[src/rtl/fb_pkg.sv]
`default_nettype none
// ============================================================================
//  Module      : fb_pkg
//  Description : Shared framebuffer geometry, bus widths and read-owner type.
//  Revision    : 1.0 - initial release
// ============================================================================
package fb_pkg;

    localparam int FB_W     = 200;
    localparam int FB_H     = 600;
    localparam int FB_DEPTH = FB_W * FB_H;
    localparam int ADDR_W   = 17;
    localparam int PIX_W    = 24;

    typedef enum logic [1:0] {
        IDLE    = 2'd0,
        SCAN_RD = 2'd1,
        DRAW_RD = 2'd2
    } owner_t;

endpackage
`default_nettype wire

[src/rtl/fb_starve_ctr.sv]
`default_nettype none
// ============================================================================
//  Module      : fb_starve_ctr
//  Description : Saturating count of consecutive refused draw-request cycles.
//  Revision    : 1.0 - initial release
// ============================================================================
module fb_starve_ctr #(
    parameter int STARVE_LIMIT = 8,
    parameter int CNT_W        = (STARVE_LIMIT < 1) ? 1 : $clog2(STARVE_LIMIT + 1)
) (
    input  logic clk,
    input  logic rst_n,
    input  logic i_draw_req,
    input  logic i_draw_gnt,
    output logic o_starved
);

    localparam logic [CNT_W-1:0] c_limit = CNT_W'(STARVE_LIMIT);

    logic [CNT_W-1:0] r_cnt;

    always_ff @(posedge clk or negedge rst_n) begin
        if (!rst_n) begin
            r_cnt <= '0;
        end else if (!i_draw_req || i_draw_gnt) begin
            r_cnt <= '0;
        end else if (r_cnt != c_limit) begin
            r_cnt <= r_cnt + 1'b1;
        end
    end

    assign o_starved = (r_cnt == c_limit);

endmodule
`default_nettype wire

[src/rtl/fb_arbiter.sv]
`default_nettype none
// ============================================================================
//  Module      : fb_arbiter
//  Description : Single-port framebuffer arbiter, scan-out priority with
//                bounded draw starvation and out-of-range access trapping.
//  Revision    : 1.0 - initial release
// ============================================================================
module fb_arbiter #(
    parameter int STARVE_LIMIT = 8,
    parameter int FB_DEPTH     = fb_pkg::FB_DEPTH
) (
    input  logic                      CLOCK_50,
    input  logic                      RESET_N,
    input  logic                      scan_req,
    input  logic [fb_pkg::ADDR_W-1:0] scan_addr,
    output logic                      scan_gnt,
    output logic [fb_pkg::PIX_W-1:0]  scan_rdata,
    output logic                      scan_rvalid,
    input  logic                      draw_req,
    input  logic                      draw_we,
    input  logic [fb_pkg::ADDR_W-1:0] draw_addr,
    input  logic [fb_pkg::PIX_W-1:0]  draw_wdata,
    output logic                      draw_gnt,
    output logic [fb_pkg::PIX_W-1:0]  draw_rdata,
    output logic                      draw_rvalid,
    output logic                      mem_en,
    output logic                      mem_we,
    output logic [fb_pkg::ADDR_W-1:0] mem_addr,
    output logic [fb_pkg::PIX_W-1:0]  mem_wdata,
    input  logic [fb_pkg::PIX_W-1:0]  mem_rdata,
    output logic                      addr_err
);

    import fb_pkg::*;

    localparam logic [ADDR_W:0] c_depth = (ADDR_W + 1)'(FB_DEPTH);

    logic              w_starved;
    logic              w_scan_gnt;
    logic              w_draw_gnt;
    logic [ADDR_W-1:0] w_sel_addr;
    logic [PIX_W-1:0]  w_sel_wdata;
    logic              w_oor;
    logic [PIX_W-1:0]  w_rdata;
    owner_t            w_owner_nxt;
    owner_t            r_owner;
    logic              r_oor;
    logic [PIX_W-1:0]  r_scan_hold;
    logic [PIX_W-1:0]  r_draw_hold;

    fb_starve_ctr #(
        .STARVE_LIMIT (STARVE_LIMIT)
    ) u_starve_ctr (
        .clk        (CLOCK_50),
        .rst_n      (RESET_N),
        .i_draw_req (draw_req),
        .i_draw_gnt (w_draw_gnt),
        .o_starved  (w_starved)
    );

    // Grants are gated by RESET_N so the memory strobes drop as soon as reset asserts.
    always_comb begin
        w_scan_gnt  = 1'b0;
        w_draw_gnt  = 1'b0;
        w_sel_addr  = '0;
        w_sel_wdata = '0;
        if (RESET_N) begin
            if (draw_req && (w_starved || !scan_req)) begin
                w_draw_gnt  = 1'b1;
                w_sel_addr  = draw_addr;
                w_sel_wdata = draw_wdata;
            end else if (scan_req) begin
                w_scan_gnt  = 1'b1;
                w_sel_addr  = scan_addr;
            end
        end
        w_oor = (w_scan_gnt || w_draw_gnt) && ({1'b0, w_sel_addr} >= c_depth);
    end

    always_comb begin
        w_owner_nxt = IDLE;
        if (w_scan_gnt) begin
            w_owner_nxt = SCAN_RD;
        end else if (w_draw_gnt && !draw_we) begin
            w_owner_nxt = DRAW_RD;
        end
    end

    always_ff @(posedge CLOCK_50 or negedge RESET_N) begin
        if (!RESET_N) begin
            r_owner <= IDLE;
            r_oor   <= 1'b0;
        end else begin
            r_owner <= w_owner_nxt;
            r_oor   <= w_oor;
        end
    end

    // Trapped reads return zero instead of whatever the memory last produced.
    assign w_rdata = r_oor ? '0 : mem_rdata;

    always_ff @(posedge CLOCK_50 or negedge RESET_N) begin
        if (!RESET_N) begin
            r_scan_hold <= '0;
            r_draw_hold <= '0;
        end else begin
            if (r_owner == SCAN_RD) r_scan_hold <= w_rdata;
            if (r_owner == DRAW_RD) r_draw_hold <= w_rdata;
        end
    end

    assign scan_gnt    = w_scan_gnt;
    assign draw_gnt    = w_draw_gnt;
    assign mem_en      = (w_scan_gnt || w_draw_gnt) && !w_oor;
    assign mem_we      = w_draw_gnt && draw_we && !w_oor;
    assign mem_addr    = w_sel_addr;
    assign mem_wdata   = w_sel_wdata;
    assign scan_rvalid = (r_owner == SCAN_RD);
    assign draw_rvalid = (r_owner == DRAW_RD);
    assign scan_rdata  = scan_rvalid ? w_rdata : r_scan_hold;
    assign draw_rdata  = draw_rvalid ? w_rdata : r_draw_hold;
    assign addr_err    = r_oor;

endmodule
`default_nettype wire

[config.mk]
export PLATFORM = sky130hd
export DESIGN_NAME = fb_arbiter
export DESIGN_NICKNAME = d
export VERILOG_FILES = /design/src/rtl/fb_pkg.sv /design/src/rtl/fb_starve_ctr.sv /design/src/rtl/fb_arbiter.sv
export SDC_FILE = /design/constraint.sdc
export NUM_CORES = 1
export LEC_CHECK = 0
export CORE_ASPECT_RATIO = 1.75
export CORE_MARGIN = 10
export CORE_UTILIZATION = 24
export CTS_CLUSTER_DIAMETER = 150
export DETAILED_ROUTE_END_ITERATION = 16
export DONT_BUFFER_PORTS = 1
export GPL_TIMING_DRIVEN = 1
export PLACE_DENSITY = 0.46
export SYNTH_ARGS = -nofsm -noshare
export SYNTH_HDL_FRONTEND = slang
export SYNTH_HIERARCHICAL = 1
export SYNTH_SLANG_ARGS = --single-unit
[constraint.sdc]
create_clock -name CLOCK_50 -period 3 [get_ports CLOCK_50]
set_input_delay 0.45 -clock CLOCK_50 [delete_from_list [all_inputs] [get_ports CLOCK_50]]
set_output_delay 0.45 -clock CLOCK_50 [all_outputs]
set_load 0.01 [all_outputs]
== After elaboration in Yosys (flattened, before gate mapping) ==
Index checks and enable logic that the tools add are counted.

* Register bits: 55
* Output and inout port bits: 96
* Word-level logic and storage cells: 42

* Add/subtract/negate cells: 1
* Eq/ne operators: 4
* Mux-type cells: 17
* $lt $le $gt $ge: 1
* Reductions and logical operators: 14

{| class="wikitable"
|+ Operators by type and width
! kind !! number
|-
| two-way mux 24 bit || 5
|-
| two-way mux 17 bit || 3
|-
| greater-or-equal comparator 17 bit (second input constant) || 1
|-
| two-way mux 4 bit || 2
|-
| logical AND 1 bit || 6
|-
| two-way mux 1 bit || 5
|-
| adder 4 x 1 -> 4 bit (second input constant) || 1
|-
| equality test 4 bit (second input constant) || 1
|-
| zero test 1 bit || 4
|-
| two-way mux 2 bit || 2
|-
| inequality test 4 bit (second input constant) || 1
|-
| logical OR 1 bit || 3
|-
| equality test 2 x 1 -> 1 bit (second input constant) || 1
|-
| equality test 2 bit (second input constant) || 1
|-
| nonzero test 2 bit || 1
|}

== Logic depth before layout (Yosys ltp) ==
* Depth in word-level cells: 9
* Depth in mapped cells: 10

== Hierarchy ==
The synthesis kept the hierarchy.

{| class="wikitable"
|+ Modules (own cells, without submodules)
! module !! times used !! cells an instance !! area an instance (µm²)
|-
| fb_arbiter || 1 || 275 || 2543.7
|-
| fb_starve_ctr || 1 || 22 || 267.8
|}

== Worst setup path before layout ==
No wires, ideal clock.

* Path kind: register to output
* Start point: register u_starve_ctr.r_cnt[0]
* End point: output port mem_en
* Slack: 0.501 ns
* Data required time: 2.550 ns
* Data arrival time: 2.049 ns
* Stages on the path, launching flop included: 11
* Cells stage by stage: dfrtp_1 -> inv_1 -> ha_1 -> and3b_1 -> buf_6 -> nand2b_1 -> buf_6 -> a32oi_4 -> nand2_2 -> a2111oi_4 -> o22ai_1

* Longest elaborated chain between the ends: 9
* Elaborated cells on any way between the ends: 14
* Those cells by class: order compare (1); eq/ne (1); mux (6); reduce/logical (6)

{| class="wikitable"
|+ Ends and longest elaborated chain
! item !! line !! RTL
|-
| from (decl) || fb_starve_ctr.sv:20 || <nowiki>logic [CNT_W-1:0] r_cnt;</nowiki>
|-
| from (signal assigned) || fb_starve_ctr.sv:28 || <nowiki>r_cnt <= r_cnt + 1'b1;</nowiki>
|-
| equality test 4 bit * || fb_starve_ctr.sv:32 || <nowiki>assign o_starved = (r_cnt == c_limit);</nowiki>
|-
| via w_starved || fb_arbiter.sv:38 || <nowiki>logic w_starved;</nowiki>
|-
| logical OR 1 bit * || fb_arbiter.sv:68 || <nowiki>if (draw_req && (w_starved || !scan_req)) begin</nowiki>
|-
| logical AND 1 bit * || fb_arbiter.sv:68 ||
|-
| two-way mux 17 bit or two-way mux 1 bit (tied branches) || fb_arbiter.sv:68 ||
|-
| two-way mux 17 bit or two-way mux 1 bit (tied branches) || fb_arbiter.sv:67 || <nowiki>if (RESET_N) begin</nowiki>
|-
| greater-or-equal comparator 17 bit or logical OR 1 bit (tied branches) || fb_arbiter.sv:77, fb_arbiter.sv:114 ||
|-
| logical AND 1 bit || fb_arbiter.sv:77 || <nowiki>w_oor = (w_scan_gnt || w_draw_gnt) && ({1'b0, w_sel_addr} >= c_depth);</nowiki>
|-
| zero test 1 bit || fb_arbiter.sv:114 || <nowiki>assign mem_en = (w_scan_gnt || w_draw_gnt) && !w_oor;</nowiki>
|-
| logical AND 1 bit * || fb_arbiter.sv:114 ||
|-
| to (decl) || fb_arbiter.sv:26 || <nowiki>output logic mem_en,</nowiki>
|}

Mark *: on every way through the listed nets, which the timed path passes. The rest lies on a longest branch.

== Worst setup path in the final report ==
* Start point: register u_starve_ctr.r_cnt[0]
* End point: output port mem_we

* Longest elaborated chain between the ends: 9
* Elaborated cells on any way between the ends: 15
* Those cells by class: order compare (1); eq/ne (1); mux (6); reduce/logical (7)

{| class="wikitable"
|+ Ends and longest elaborated chain
! item !! line !! RTL
|-
| equality test 4 bit * || fb_starve_ctr.sv:32 ||
|-
| via w_starved || fb_arbiter.sv:38 ||
|-
| logical OR 1 bit * || fb_arbiter.sv:68 ||
|-
| logical AND 1 bit * || fb_arbiter.sv:68 ||
|-
| two-way mux 17 bit or two-way mux 1 bit (tied branches) || fb_arbiter.sv:68 ||
|-
| two-way mux 17 bit or two-way mux 1 bit (tied branches) || fb_arbiter.sv:67 ||
|-
| greater-or-equal comparator 17 bit or logical OR 1 bit (tied branches) || fb_arbiter.sv:77 ||
|-
| logical AND 1 bit || fb_arbiter.sv:77 ||
|-
| zero test 1 bit || fb_arbiter.sv:115 || <nowiki>assign mem_we = w_draw_gnt && draw_we && !w_oor;</nowiki>
|-
| logical AND 1 bit * || fb_arbiter.sv:115 ||
|-
| to (decl) || fb_arbiter.sv:27 || <nowiki>output logic mem_we,</nowiki>
|}

Marks and branches as above.

==> flow_summary_export.csv <==
group,metric,value,unit
setup_path,criticalPathCategory,"register to output port",
placed_design,gp_congestion,0.705,
power_and_ir_drop,p_switching,0.591,mW
power_and_ir_drop,p_per_area,621,nW/µm²
route,viasPerCell,4.96,
yosys,avgSynthCellArea,9.47,µm²
floorplanning,coreArea,11500,µm²
finish,syn2layout_area_growth,17.4,%
route,route.met3.wl,1000,µm
setup_path,rr_startpoint,"u_starve_ctr/r_cnt[0]",
route,wirelength_met1,3000,µm
timing,fin_crit_sh,95.5,%
clock_tree,max-clock-path-buffers,2,
finish,seqCellArea,1380,µm²
global_routing,grt_start_max_net_pins,56,
placed_design,post-place-ws,0.0995,ns
route,antenna_left,0,
route,vias,2173,
power_and_ir_drop,p_int,1.46,mW
floorplanning,initial_core_util,24.4,%
setup_path,cp.arrival,2.41,ns
route,wl_met2,5230,µm
finish,final_common_cell,"dfrtp_1",
clock_tree,cts_root_buf,"clkbuf_16",
timing,finalHoldViolations,0,
power_and_ir_drop,p_sw_share,28.8,%
yosys,syn-cell-area,2810,µm²
power_and_ir_drop,p_comb_share,19.4,%
route,drt_first_pass_iters,4,
global_routing,overflow,0,
setup_path,cp_max_fo,3,
clock_tree,htreeDepth,2,
route,wl,9360,µm
setup_path,crit_slowest_cell,"a2111oi_4",
finish,fillers,1207,
power_and_ir_drop,p_clk_share,36.7,%
run_status,status,"completed",
route,top_layer_used,"met4",
timing,slew_headroom,37.3,%
floorplanning,ios,183,
yosys,synthCells,297,
floorplanning,dieArea,16600,µm²
floorplanning,die_h,163,µm
yosys,synth_area_leaders,"dfrtp_1 (49%), o21ai_0 (8.9%), nand2_1 (7.2%), and2_1 (6.0%), nand2b_1 (6.0%)",
floorplanning,rows,52,
finish,multi_input_area,1340,µm²
placed_design,place_hpwl,7330,µm
yosys,synth.distinct_cells,40,
clock_tree,numCtsBuffers,5,
clock_tree,cts_tree,"done",
power_and_ir_drop,irDropWorstVdd,0.225,mV
setup_path,reg2reg_to,"addr_err",
route,drt_iter0_drc,58,
route,wl_per_cell,21.4,µm
yosys,yosys.area.top_type,"dfrtp_1",
timing,finalSetupViolCount,0,
timing,worst_slew_pin_slew,0.941,ns
yosys,ys_ff_latch,55,
timing,drv_slew,0,
setup_path,cpMostUsedCell,"buf_4",
setup_path,startpoint,"u_starve_ctr/r_cnt[0]",
clock_tree,clock_sinks,55,
setup_path,path_cells,"inv_1, ha_1, and3b_2, a21boi_4, buf_4, and3_1, o211ai_2, a2111oi_4, o22ai_2, buf_4",
yosys,synth_nets,386,
finish,diodes,0,
yosys,async_reset_ff_share,100,%
global_routing,grt_antenna_before_repair,0,
floorplanning,die_x,102,µm
timing,min_period,2.86,ns
setup_path,max_stage_delay,0.39,ns
timing,final.setup.worst_slack,0.135,ns
setup_path,r2r_slack,0.84,ns
placed_design,numPortBuffers,0,
global_routing,first_global_vias,2570,
power_and_ir_drop,p_total,2.05,mW
timing,rsz0062_at_grt,"false",
setup_path,cp-start-kind,"register",
finish,layout.cells.most_common_list,"dfrtp_1 (55), nand2_1 (52), o21ai_0 (50), and2_1 (27), nand2b_1 (24)",
setup_path,crit_buf_inv,3,
timing,finalClockSkew,0.00244,ns
yosys,yosysWarnings,6,
setup_path,worstPathRequired,2.55,ns
finish,nets,391,
route,drc,0,
timing,final.setup.tns,0,ns
timing,max_freq,349,MHz
global_routing,grt_usage,11.2,%
clock_tree,clkTransAtPathRegs,0.07,ns
global_routing,grt_pass1_wl,14500,µm
setup_path,ff2ff_path_depth,10,
yosys,synth.top_cell.area_share,49.0,%
yosys,yosysSeqAreaShare,49.0,%
power_and_ir_drop,p_seq_share,43.9,%
yosys,synth_edf_count,0,
finish,final_layout_size_suffix_gt1_share,17.2,%
clock_tree,clk_latency,0.29,ns
worst_hold_path,hold_path_class,"primary input to async pin",
yosys,synthFlopType,"dfrtp_1",
setup_path,cp-end-kind,"output port",
setup_path,critPathTopFamily,"compound AO/OA/AOI/OAI gates",
job,maxCapViolCount,0,
power_and_ir_drop,p_leak,1.52,nW
[worst register-to-register path, cell delays in order, from the launching register on]
cell	delay [ns]
dfrtp_1	0.35
inv_1	0.05
ha_1	0.18
and3b_2	0.24
a21boi_4	0.18
buf_4	0.14
and3_1	0.18
o211ai_2	0.10
a2111oi_4	0.39
buf_4	0.19
o21a_1	0.10
[synth_stat cells (all sizes together), types with 2 or more instances]
cell	count
nor2b	4
or3b	2
nand3	2
o22ai	2
and2	27
mux2i	3
a32oi	5
o21ai	52
nand2	55
nand3b	4
nand2b	27
ha	2
inv	7
and3	3
a32o	5
a22o	6
buf	5
clkbuf	18
dfrtp	55
[worst max-delay path by stage]
stage | endpoint | slack (ns) | depth (start not counted)
floorplan | mem_en | 0.50 | 10
global placement | mem_we | 0.14 | 10
detailed placement | mem_we | 0.1 | 10
CTS | mem_we | 0.03 | 10
global route | mem_we | 0.004 | 10
finish | mem_we | 0.14 | 10
[what timing repair did]
item / 4_1_cts / 5_1_grt
pin swaps: 3 / 3
setup buffers: 5 / 0
hold buffers: 1 / 0
endpoints found under the setup margin: 2 / 2
hold endpoints to repair: 55 / 0
gates resized for setup: 3 / 10
[stage by stage]
stage               util, %  instance area (µm²)  hold WS (ns)  cells
floorplan                 -                 2810         0.154    297
global placement       25.9                 2990         0.157    424
detailed placement     25.9                 2990         0.157    424
CTS                    28.3                 3250        0.0208    438
global route           28.7                 3300        0.0313    438
finish                 28.7                 3300        0.0201    438
[routing by layer]
layer / vias to the layer above / track usage, %
met1: 1017 / 10.1
met5: - / 0
met2: 131 / 21.4
met3: 5 / 4.74
met4: 0 / 3.80
li1: 1020 / -
[layout make-up]
type	instances	area share, %
Clock buffer	5	3.79
Timing Repair Buffer	21	5.84
Multi-Input combinational cell	212	40.7
Inverter	7	0.796
Sequential cell	55	41.7
Clock inverter	3	2.05
Tap cell	135	5.12
[registers in the layout (all words and copies together), names as in the netlist]
signal              flops
r_draw_hold            24
r_owner                 2
addr_err                1
r_scan_hold            24
u_starve_ctr/r_cnt      4
[power groups by stage]
stage | sequential, mW | clock [mW] | combinational, mW
2_1_floorplan | 0.908 | 0 | 0.284
3_3_place_gp | 0.914 | 0 | 0.376
3_5_place_dp | 0.919 | 0 | 0.378
4_1_cts | 0.902 | 0.781 | 0.407
5_1_grt | 0.914 | 0.801 | 0.453
6_report | 0.901 | 0.753 | 0.397
[cells by family (layout without fill, tap and decap cells)]
family / after synthesis / count (layout) / synth area share, %
fa+ha+maj: 2 / 2 / 0.890
mux: 3 / 3 / 1.07
buf+inv: 30 / 36 / 4.90
xor+xnor: 1 / 1 / 0.312
flops: 55 / 55 / 49.0
simple gates: 129 / 129 / 25.1
compound gates: 77 / 77 / 18.7
(Power assumes the default switching activity.)
